$ cat src/rtl/sifh_hist_reader_pkg.sv
// Shared SiFH histogram-readout definitions: RAM geometry, count width and
// the readout state encoding.
package sifh_hist_reader_pkg;

  localparam int NB        = 4;
  localparam int NPIX_W    = 2;
  localparam int RAM_ADDR  = NB + NPIX_W;
  localparam int PEAK_MAX  = 8;
  localparam int BIN_NUM   = 2 ** NB;
  localparam int PIXEL_NUM = 2 ** NPIX_W;

  // Terminal counter values, compared explicitly so counters never wrap.
  localparam logic [NB-1:0]     BIN_LAST = '1;
  localparam logic [NPIX_W-1:0] PIX_LAST = '1;

  typedef enum logic [2:0] {
    IDLE  = 3'd0,
    SCAN  = 3'd1,
    DRAIN = 3'd2,
    EMIT  = 3'd3,
    DONE  = 3'd4
  } state_t;

endpackage

$ cat src/rtl/sifh_hist_reader_peak_tracker.sv
// Running max/argmax register. The first sample of a histogram loads
// unconditionally; later samples replace the stored peak only when strictly
// larger, so ties keep the lowest bin index.
module sifh_peak_tracker
  import sifh_hist_reader_pkg::*;
(
  input  logic                clk,
  input  logic                res,
  input  logic                load_first,
  input  logic                sample_en,
  input  logic [NB-1:0]       bin_in,
  input  logic [PEAK_MAX-1:0] count_in,
  output logic [NB-1:0]       max_bin,
  output logic [PEAK_MAX-1:0] max_cnt
);

  logic [NB-1:0]       r_max_bin;
  logic [PEAK_MAX-1:0] r_max_cnt;
  logic                w_take;

  assign w_take = sample_en && (load_first || (count_in > r_max_cnt));

  // Peak register: load on first bin or on a strictly larger count.
  always_ff @(posedge clk or negedge res) begin
    if (!res) begin
      r_max_bin <= '0;
      r_max_cnt <= '0;
    end else if (w_take) begin
      r_max_bin <= bin_in;
      r_max_cnt <= count_in;
    end
  end

  assign max_bin = r_max_bin;
  assign max_cnt = r_max_cnt;

endmodule

$ cat src/rtl/sifh_hist_reader.sv
// SiFH histogram readout: scans every pixel's bins over RAM port B, tracks
// the peak per pixel, streams {pixel, bin, count} over valid/ready and
// optionally zeroes each bin over port A one cycle after it is read.
module sifh_hist_reader
  import sifh_hist_reader_pkg::*;
#(
  parameter int CLEAR_ON_READ = 1
)
(
  input  logic                clk,
  input  logic                res,
  input  logic                start,
  output logic                busy,
  output logic                done,
  output logic [RAM_ADDR-1:0] raddr,
  output logic                readFlag,
  input  logic [PEAK_MAX-1:0] counts,
  output logic [RAM_ADDR-1:0] waddr,
  output logic                writeFlag,
  output logic                wEnable,
  output logic [PEAK_MAX-1:0] newCounts,
  output logic                out_valid,
  input  logic                out_ready,
  output logic [NPIX_W-1:0]   out_pixel,
  output logic [NB-1:0]       out_bin,
  output logic [PEAK_MAX-1:0] out_count
);

  localparam bit CLR = (CLEAR_ON_READ != 0);

  state_t              r_state;
  state_t              w_state_nxt;
  logic [NPIX_W-1:0]   r_pix;
  logic [NB-1:0]       r_bin;
  logic                w_busy;
  logic                w_done;
  logic                w_read;
  logic                w_valid;
  logic                w_last_bin;
  logic                w_last_pix;

  logic                r_rd_vld_p1;
  logic [NB-1:0]       r_rd_bin_p1;
  logic [RAM_ADDR-1:0] r_rd_addr_p1;
  logic [NB-1:0]       w_max_bin;
  logic [PEAK_MAX-1:0] w_max_cnt;

  assign w_last_bin = (r_bin == BIN_LAST);
  assign w_last_pix = (r_pix == PIX_LAST);

  // State register.
  always_ff @(posedge clk or negedge res) begin
    if (!res) r_state <= IDLE;
    else      r_state <= w_state_nxt;
  end

  // Next-state and state-decoded outputs; out_valid depends on state only.
  always_comb begin
    w_state_nxt = r_state;
    w_busy      = 1'b0;
    w_done      = 1'b0;
    w_read      = 1'b0;
    w_valid     = 1'b0;
    case (r_state)
      IDLE: begin
        if (start) w_state_nxt = SCAN;
      end
      SCAN: begin
        w_busy = 1'b1;
        w_read = 1'b1;
        if (w_last_bin) w_state_nxt = DRAIN;
      end
      DRAIN: begin
        w_busy      = 1'b1;
        w_state_nxt = EMIT;
      end
      EMIT: begin
        w_busy  = 1'b1;
        w_valid = 1'b1;
        if (out_ready) w_state_nxt = w_last_pix ? DONE : SCAN;
      end
      DONE: begin
        w_done      = 1'b1;
        w_state_nxt = IDLE;
      end
      default: w_state_nxt = IDLE;
    endcase
  end

  // Pixel/bin counters; terminal values are held, never wrapped.
  always_ff @(posedge clk or negedge res) begin
    if (!res) begin
      r_pix <= '0;
      r_bin <= '0;
    end else begin
      case (r_state)
        IDLE: begin
          if (start) begin
            r_pix <= '0;
            r_bin <= '0;
          end
        end
        SCAN: begin
          if (!w_last_bin) r_bin <= r_bin + 1'b1;
        end
        EMIT: begin
          if (out_ready && !w_last_pix) begin
            r_pix <= r_pix + 1'b1;
            r_bin <= '0;
          end
        end
        DONE: begin
          r_pix <= '0;
          r_bin <= '0;
        end
        default: ;
      endcase
    end
  end

  // Stage p0 -> p1: delay read-issue info to line up with the RAM data.
  always_ff @(posedge clk or negedge res) begin
    if (!res) begin
      r_rd_vld_p1  <= 1'b0;
      r_rd_bin_p1  <= '0;
      r_rd_addr_p1 <= '0;
    end else begin
      r_rd_vld_p1  <= w_read;
      r_rd_bin_p1  <= r_bin;
      r_rd_addr_p1 <= {r_pix, r_bin};
    end
  end

  sifh_peak_tracker u_peak (
    .clk        (clk),
    .res        (res),
    .load_first (r_rd_bin_p1 == '0),
    .sample_en  (r_rd_vld_p1),
    .bin_in     (r_rd_bin_p1),
    .count_in   (counts),
    .max_bin    (w_max_bin),
    .max_cnt    (w_max_cnt)
  );

  assign busy      = w_busy;
  assign done      = w_done;
  assign readFlag  = w_read;
  assign raddr     = {r_pix, r_bin};
  assign writeFlag = CLR && r_rd_vld_p1;
  assign wEnable   = CLR && r_rd_vld_p1;
  assign waddr     = CLR ? r_rd_addr_p1 : '0;
  assign newCounts = '0;
  assign out_valid = w_valid;
  assign out_pixel = r_pix;
  assign out_bin   = w_max_bin;
  assign out_count = w_max_cnt;

endmodule

$ cat config.mk
export PLATFORM = sky130hd
export DESIGN_NAME = sifh_hist_reader
export DESIGN_NICKNAME = d
export VERILOG_FILES = /design/src/rtl/sifh_hist_reader_pkg.sv /design/src/rtl/sifh_hist_reader_peak_tracker.sv /design/src/rtl/sifh_hist_reader.sv
export SDC_FILE = /design/constraint.sdc
export NUM_CORES = 1
export LEC_CHECK = 0
export ABC_CLOCK_PERIOD_IN_PS = 2600
export CAP_MARGIN = 20
export CORE_MARGIN = 2
export CORE_UTILIZATION = 46
export CTS_BUF_LIST = sky130_fd_sc_hd__clkbuf_2
export DETAILED_ROUTE_END_ITERATION = 10
export GPL_ROUTABILITY_DRIVEN = 1
export HOLD_SLACK_MARGIN = 0.1
export MAX_ROUTING_LAYER = met4
export PLACE_DENSITY = 0.88
export SYNTH_ARGS = -nofsm -noshare
export SYNTH_HDL_FRONTEND = slang
export SYNTH_SLANG_ARGS = --single-unit
$ cat constraint.sdc
create_clock -name clk -period 2.6 [get_ports clk]
set_input_delay 0.26 -clock clk [delete_from_list [all_inputs] [get_ports clk]]
set_output_delay 0.26 -clock clk [all_outputs]
set_load 0.01 [all_outputs]
**Word level (Yosys, flattened, before mapping)**

Index checks and enable logic that the tools add are counted.

- Bits of input ports: 12
- Bits in registers: 32
- Output and inout port bits: 40
- Word-level logic and storage cells: 50

- Muxes and demuxes: 16
- Add/subtract/negate cells: 2
- Reductions and logical operators: 12
- Eq/ne operators: 11
- Magnitude comparators: 1

Operators by type and width:

| kind | count |
|---|---|
| case mux 4 bit (4 select lines) | 1 |
| 2-to-1 mux 3 bit | 4 |
| 2-to-1 mux 4 bit | 3 |
| case mux 3 bit (4 select lines) | 1 |
| inequality test 2 bit, second input constant | 5 |
| greater-than comparator 8 bit | 1 |
| == test 3 x 2 -> 1 bit, second input constant | 2 |
| case mux 2 bit (3 select lines) | 1 |
| AND reduction 3 bit | 2 |
| adder 4 x 1 -> 4 bit, second input constant | 1 |
| == test 4 bit, second input constant | 1 |
| zero test 4 bit | 1 |
| 2-to-1 mux 1 bit | 4 |
| 2-to-1 mux 2 bit | 2 |
| AND reduction 4 bit | 1 |
| nonzero test 4 bit | 1 |
| == test 3 x 1 -> 1 bit, second input constant | 1 |
| == test 3 bit, second input constant | 1 |
| zero test 3 bit | 1 |
| nonzero test 3 bit | 1 |
| OR reduction 3 bit | 1 |
| adder 2 x 1 -> 2 bit, second input constant | 1 |
| == test 2 bit, second input constant | 1 |
| logical AND 1 bit | 2 |
| 2 further kinds | 2 |

**Longest topological paths before layout**

- Depth in word-level cells: 5
- Mapped depth: 8
- Mapped depth without buffers: 7

**Modules after synthesis**

From an unflattened synthesis, not the netlist that was laid out.

- Cells, all modules: 142
- Area total of the unflattened synthesis: 1524.0 um^2

Modules (own cells, without submodules):

| module | area each (um^2) | instances | cells an instance |
|---|---|---|---|
| sifh_hist_reader | 857.1 | 1 | 86 |
| sifh_peak_tracker | 666.9 | 1 | 56 |

**Worst setup path before layout**

No wires, ideal clock.

- Kind: register to register
- Start point: register u_peak.r_max_cnt[1], in the netlist u_peak.max_cnt[1]
- End point: register u_peak.r_max_cnt[0], in the netlist u_peak.max_cnt[0]
- Data required time: 2.475 ns
- Data arrival time: 1.957 ns
- Buffers on the path: 1
- Path slack: 0.518 ns
- Cell stages (with the launch flop): 9
- Cell sequence: dfrtp_1 > inv_1 > ha_1 > nor2b_1 > o211ai_1 > a21oi_1 > o311ai_2 > buf_6 > mux2_2

- Longest elaborated chain between the ends: 3

Ends and longest elaborated chain:

| what | RTL line | source |
|---|---|---|
| start: declaration | sifh_hist_reader_peak_tracker.sv:18 | `logic [PEAK_MAX-1:0] r_max_cnt;` |
| start signal: assignment | sifh_hist_reader_peak_tracker.sv:30 | `r_max_cnt <= count_in;` |
| greater-than comparator 8 bit | sifh_hist_reader_peak_tracker.sv:21 | `assign w_take = sample_en && (load_first \|\| (count_in > r_max_cnt));` |
| logical OR 1 bit | sifh_hist_reader_peak_tracker.sv:21 |  |
| logical AND 1 bit | sifh_hist_reader_peak_tracker.sv:21 |  |

No other way between the ends.
A chain may end at the register's enable or synchronous reset.

**Worst setup path after layout**

- Start point: register r_state[0]
- End point: output port readFlag

- Longest elaborated chain between the ends: 2

Ends and longest elaborated chain:

| what | RTL line | source |
|---|---|---|
| start: declaration | sifh_hist_reader.sv:31 | `state_t r_state;` |
| start signal: assignment | sifh_hist_reader.sv:54 | `else r_state <= w_state_nxt;` |
| == test 3 x 1 -> 1 bit | sifh_hist_reader.sv:64 | `case (r_state)` |
| 2-to-1 mux 1 bit | sifh_hist_reader.sv:64 |  |
| end: declaration | sifh_hist_reader.sv:16 | `output logic readFlag,` |

No other way between the ends.

==> results.md <==
- CP Data Arrival Time: 1.93 ns
- Later-pin clock latency in the skew report: approximately 0.35 ns
- ANT nets after route: 0
- Asr flop ratio synth: 100%
- Worst flop-to-flop path startpoint: u_peak.max_cnt[1]
- Ys flop type: dfrtp_1
- WHS: 0.238 ns
- Count of pins over their slew limit: 0
- Lkg Pwr: 0.863 nW
- P per Cell Area: ~1200 nW/um^2
- Vias: 1,035
- Post-Route Setup TNS: 0 ns
- Vias per inst: 5.18
- # DRC: 0
- Layout cells sized above 1: a little over an eighth
- Root Driver: clkbuf_2
- Slowest cell delay on critical path: between 0.5 and 0.6 ns
- Critical Path Sink Type: primary output
- Setup crit end: readFlag
- Final hold violation count: 0
- Detail-routed net length per standard cell: roughly 14 microns
- Longest Clk Path Bufs: 2
- Synthesized area: around 1400 sq um
- CP Max Fanout: 7
- Final instance area: about 1900 sq um
- Synth Area per Inst: 11.6 sq um
- Num CTS Buffers: 3
- CTS tree: done
- Critical Path Start: r_state[0]
- Ys Warns: 0
- Total gr overflow: 0
- H-tree Lvls: 1
- Setup CP Type: reg -> out
- Worst path cell trace: or2b_1, nor2_1, clkdlybuf4s50_1
- Worst r2r path cells: 8
- Instance count on the critical path: 3
- Startpoint Class: flip-flop
- ANT cells: 0
- Row cnt: 20
- Placed Instances: between 150 and 200
- Cts hold-fix bufs: 0
- Post-place instance area: 1840 sq um
- IO Port Bufs: 43
- Slowest CP cell: clkdlybuf4s50_1
- Die X: about 60 microns
- Critical R2R Capture: u_peak.max_cnt[1]
- Finish-stage setup viols: 0
- Clock tree sinks: 28
- Mapped Cells: between 100 and 150
- Largest net degree at the start of global routing: 29
- RSZ-0062 raised after global routing: no
- Post-synth EDFFs: 0
- Fin crit share: 84.3%
- Synth cell types: 38
- DR pass1 iterations: 6
- Initial Utilization: between 40 and 50%
- CTS resizes: 0
- DRT Wirelength: roughly 2.7 mm
- Total setup buffers inserted after CTS: 0
- Max cap viols: 0
- Delay-heaviest family, CP: buffers and inverters
- R2r setup slk: 0.45 ns
- Peak VDD IR: 0.000577 V
- DP HPWL: 2.19 mm
- First-pass GRT wire length: approximately 4.4 mm
- I/O pins: 52
- CP bufs+invs: 1
- FF+latch count, synth: 28
- Fill count: 245
- Core Area: ~3000 sq um
- Area Growth Syn to Fin: 32.4%
- Initial antenna violation count: 0
- Run status: complete, no violations
- Max Clock Skew: around 0.011 ns
- Gpl congestion: between 0.7 and 0.8
- DIE AREA: roughly 3600 sq um
- Seq/Total Area, Yosys: about 50%
- Total track usage: around 17%
- Hold Path Class: in -> async
- Die height: between 50 and 60 microns
- Critical path required time: around 2.3 ns
- Number of global-route vias before repair: 1,044
- Min cycle time layout: roughly 2.2 ns
- DRT iter0 DRCs: 41
- Layout Cells excl Fill: 200
- Worst-path clk slew: ~0.25 ns
- Fmax: roughly 460 MHz
- Final nets: between 150 and 200
[synth_stat cells (all sizes together) (2+ instances only)]
library cell,number,area [sq um]
dfrtp,28,701
buf,13,105
ha,10,125
inv,9,33.8
mux2,8,90.1
nor2,6,25.0
a21oi,5,25.0
o21ai,5,25.0
a22o,4,35.0
nand2,4,15.0
a211oi,2,20.0
nand2b,2,20.0
nand3,2,10.0
nand4,2,12.5
nor4,2,12.5
o21a,2,15.0
or3,2,12.5
[metal layers]
| layer | global-route usage, % | share of wire (%) | wire length [microns] |
|---|---|---|---|
| met5 | - | 0 | 0 |
| met2 | 30.8 | 54 | 1480 |
| met3 | 2.62 | 3.8 | 105 |
| met4 | 4.76 | 0 | 0 |
| met1 | 19.5 | 42 | 1150 |
[kinds of logic after synthesis]
| kind of cell | share of synthesized area, % |
|---|---|
| AOI/OAI and AO/OA | 12.6 |
| xor gates and xnor gates | 0.616 |
| adders and majority gates | 8.80 |
| buffers and inverters | 9.76 |
| DFF | 49.3 |
| muxes | 7.04 |
| other | 0.264 |
| and+or+nand+nor | 11.7 |
[sequential cells by signal, summed over array words and instances, names as in the netlist]
register	count
wEnable	1
u_peak.max_cnt	8
u_peak.max_bin	4
r_state	3
waddr	6
r_bin	4
out_pixel	2
[where the power goes]
part | internal (mW) | switching, mW
clock network | 0.132 | 0.124
registers | 0.630 | 0.173
logic | 0.718 | 0.513
[layout by cell type, fill, tap and decap left out, types with 2 or more instances in the layout]
master,count
clkdlybuf4s50_1,43
dfrtp_1,28
ha_1,10
inv_1,9
mux2_2,8
conb_1,8
nor2_1,5
a21oi_1,5
o21ai_0,5
nand2_1,4
a22o_1,4
clkbuf_2,3
buf_4,3
nand4_1,2
nor4_1,2
or3_1,2
o21a_1,2
nand3_1,2
[worst min path at each step]
stage / depth (start not counted) / to / slack [ns] / from
global route: 2 / u_peak.max_cnt[6] / 0.21 / res
global placement: 0 / waddr[3] / 0.43 / r_bin[3]
floorplan: 0 / out_pixel[0] / -0.04 / res
CTS: 2 / u_peak.max_cnt[7] / 0.23 / res
finish: 2 / u_peak.max_cnt[6] / 0.24 / res
detailed placement: 0 / waddr[3] / 0.44 / r_bin[3]
[final cells by class]
| cell class | count | area, sq um | share of cell area (%) |
|---|---|---|---|
| clock buffer | 3 | 15.0 | 0.797 |
| clock inverter | 1 | 30.0 | 1.59 |
| inverter | 9 | 33.8 | 1.79 |
| multi-input combinational | 80 | 609 | 32.4 |
| sequential | 28 | 701 | 37.2 |
| tap | 33 | 41.3 | 2.19 |
| timing repair buffer | 46 | 453 | 24.1 |
[through the flow]
step / total power [mW] / util (%) / setup WS [ns]
finish: 2.29 / 62.7 / 0.409
global route: 2.47 / 62.7 / 0.267
CTS: 2.32 / 62.7 / 0.383
detailed placement: 2.06 / 61.2 / 0.132
global placement: 2.00 / 61.2 / 0.241
floorplan: 1.49 / - / 0.518
Note: power is estimated with default switching activity, not from simulation.
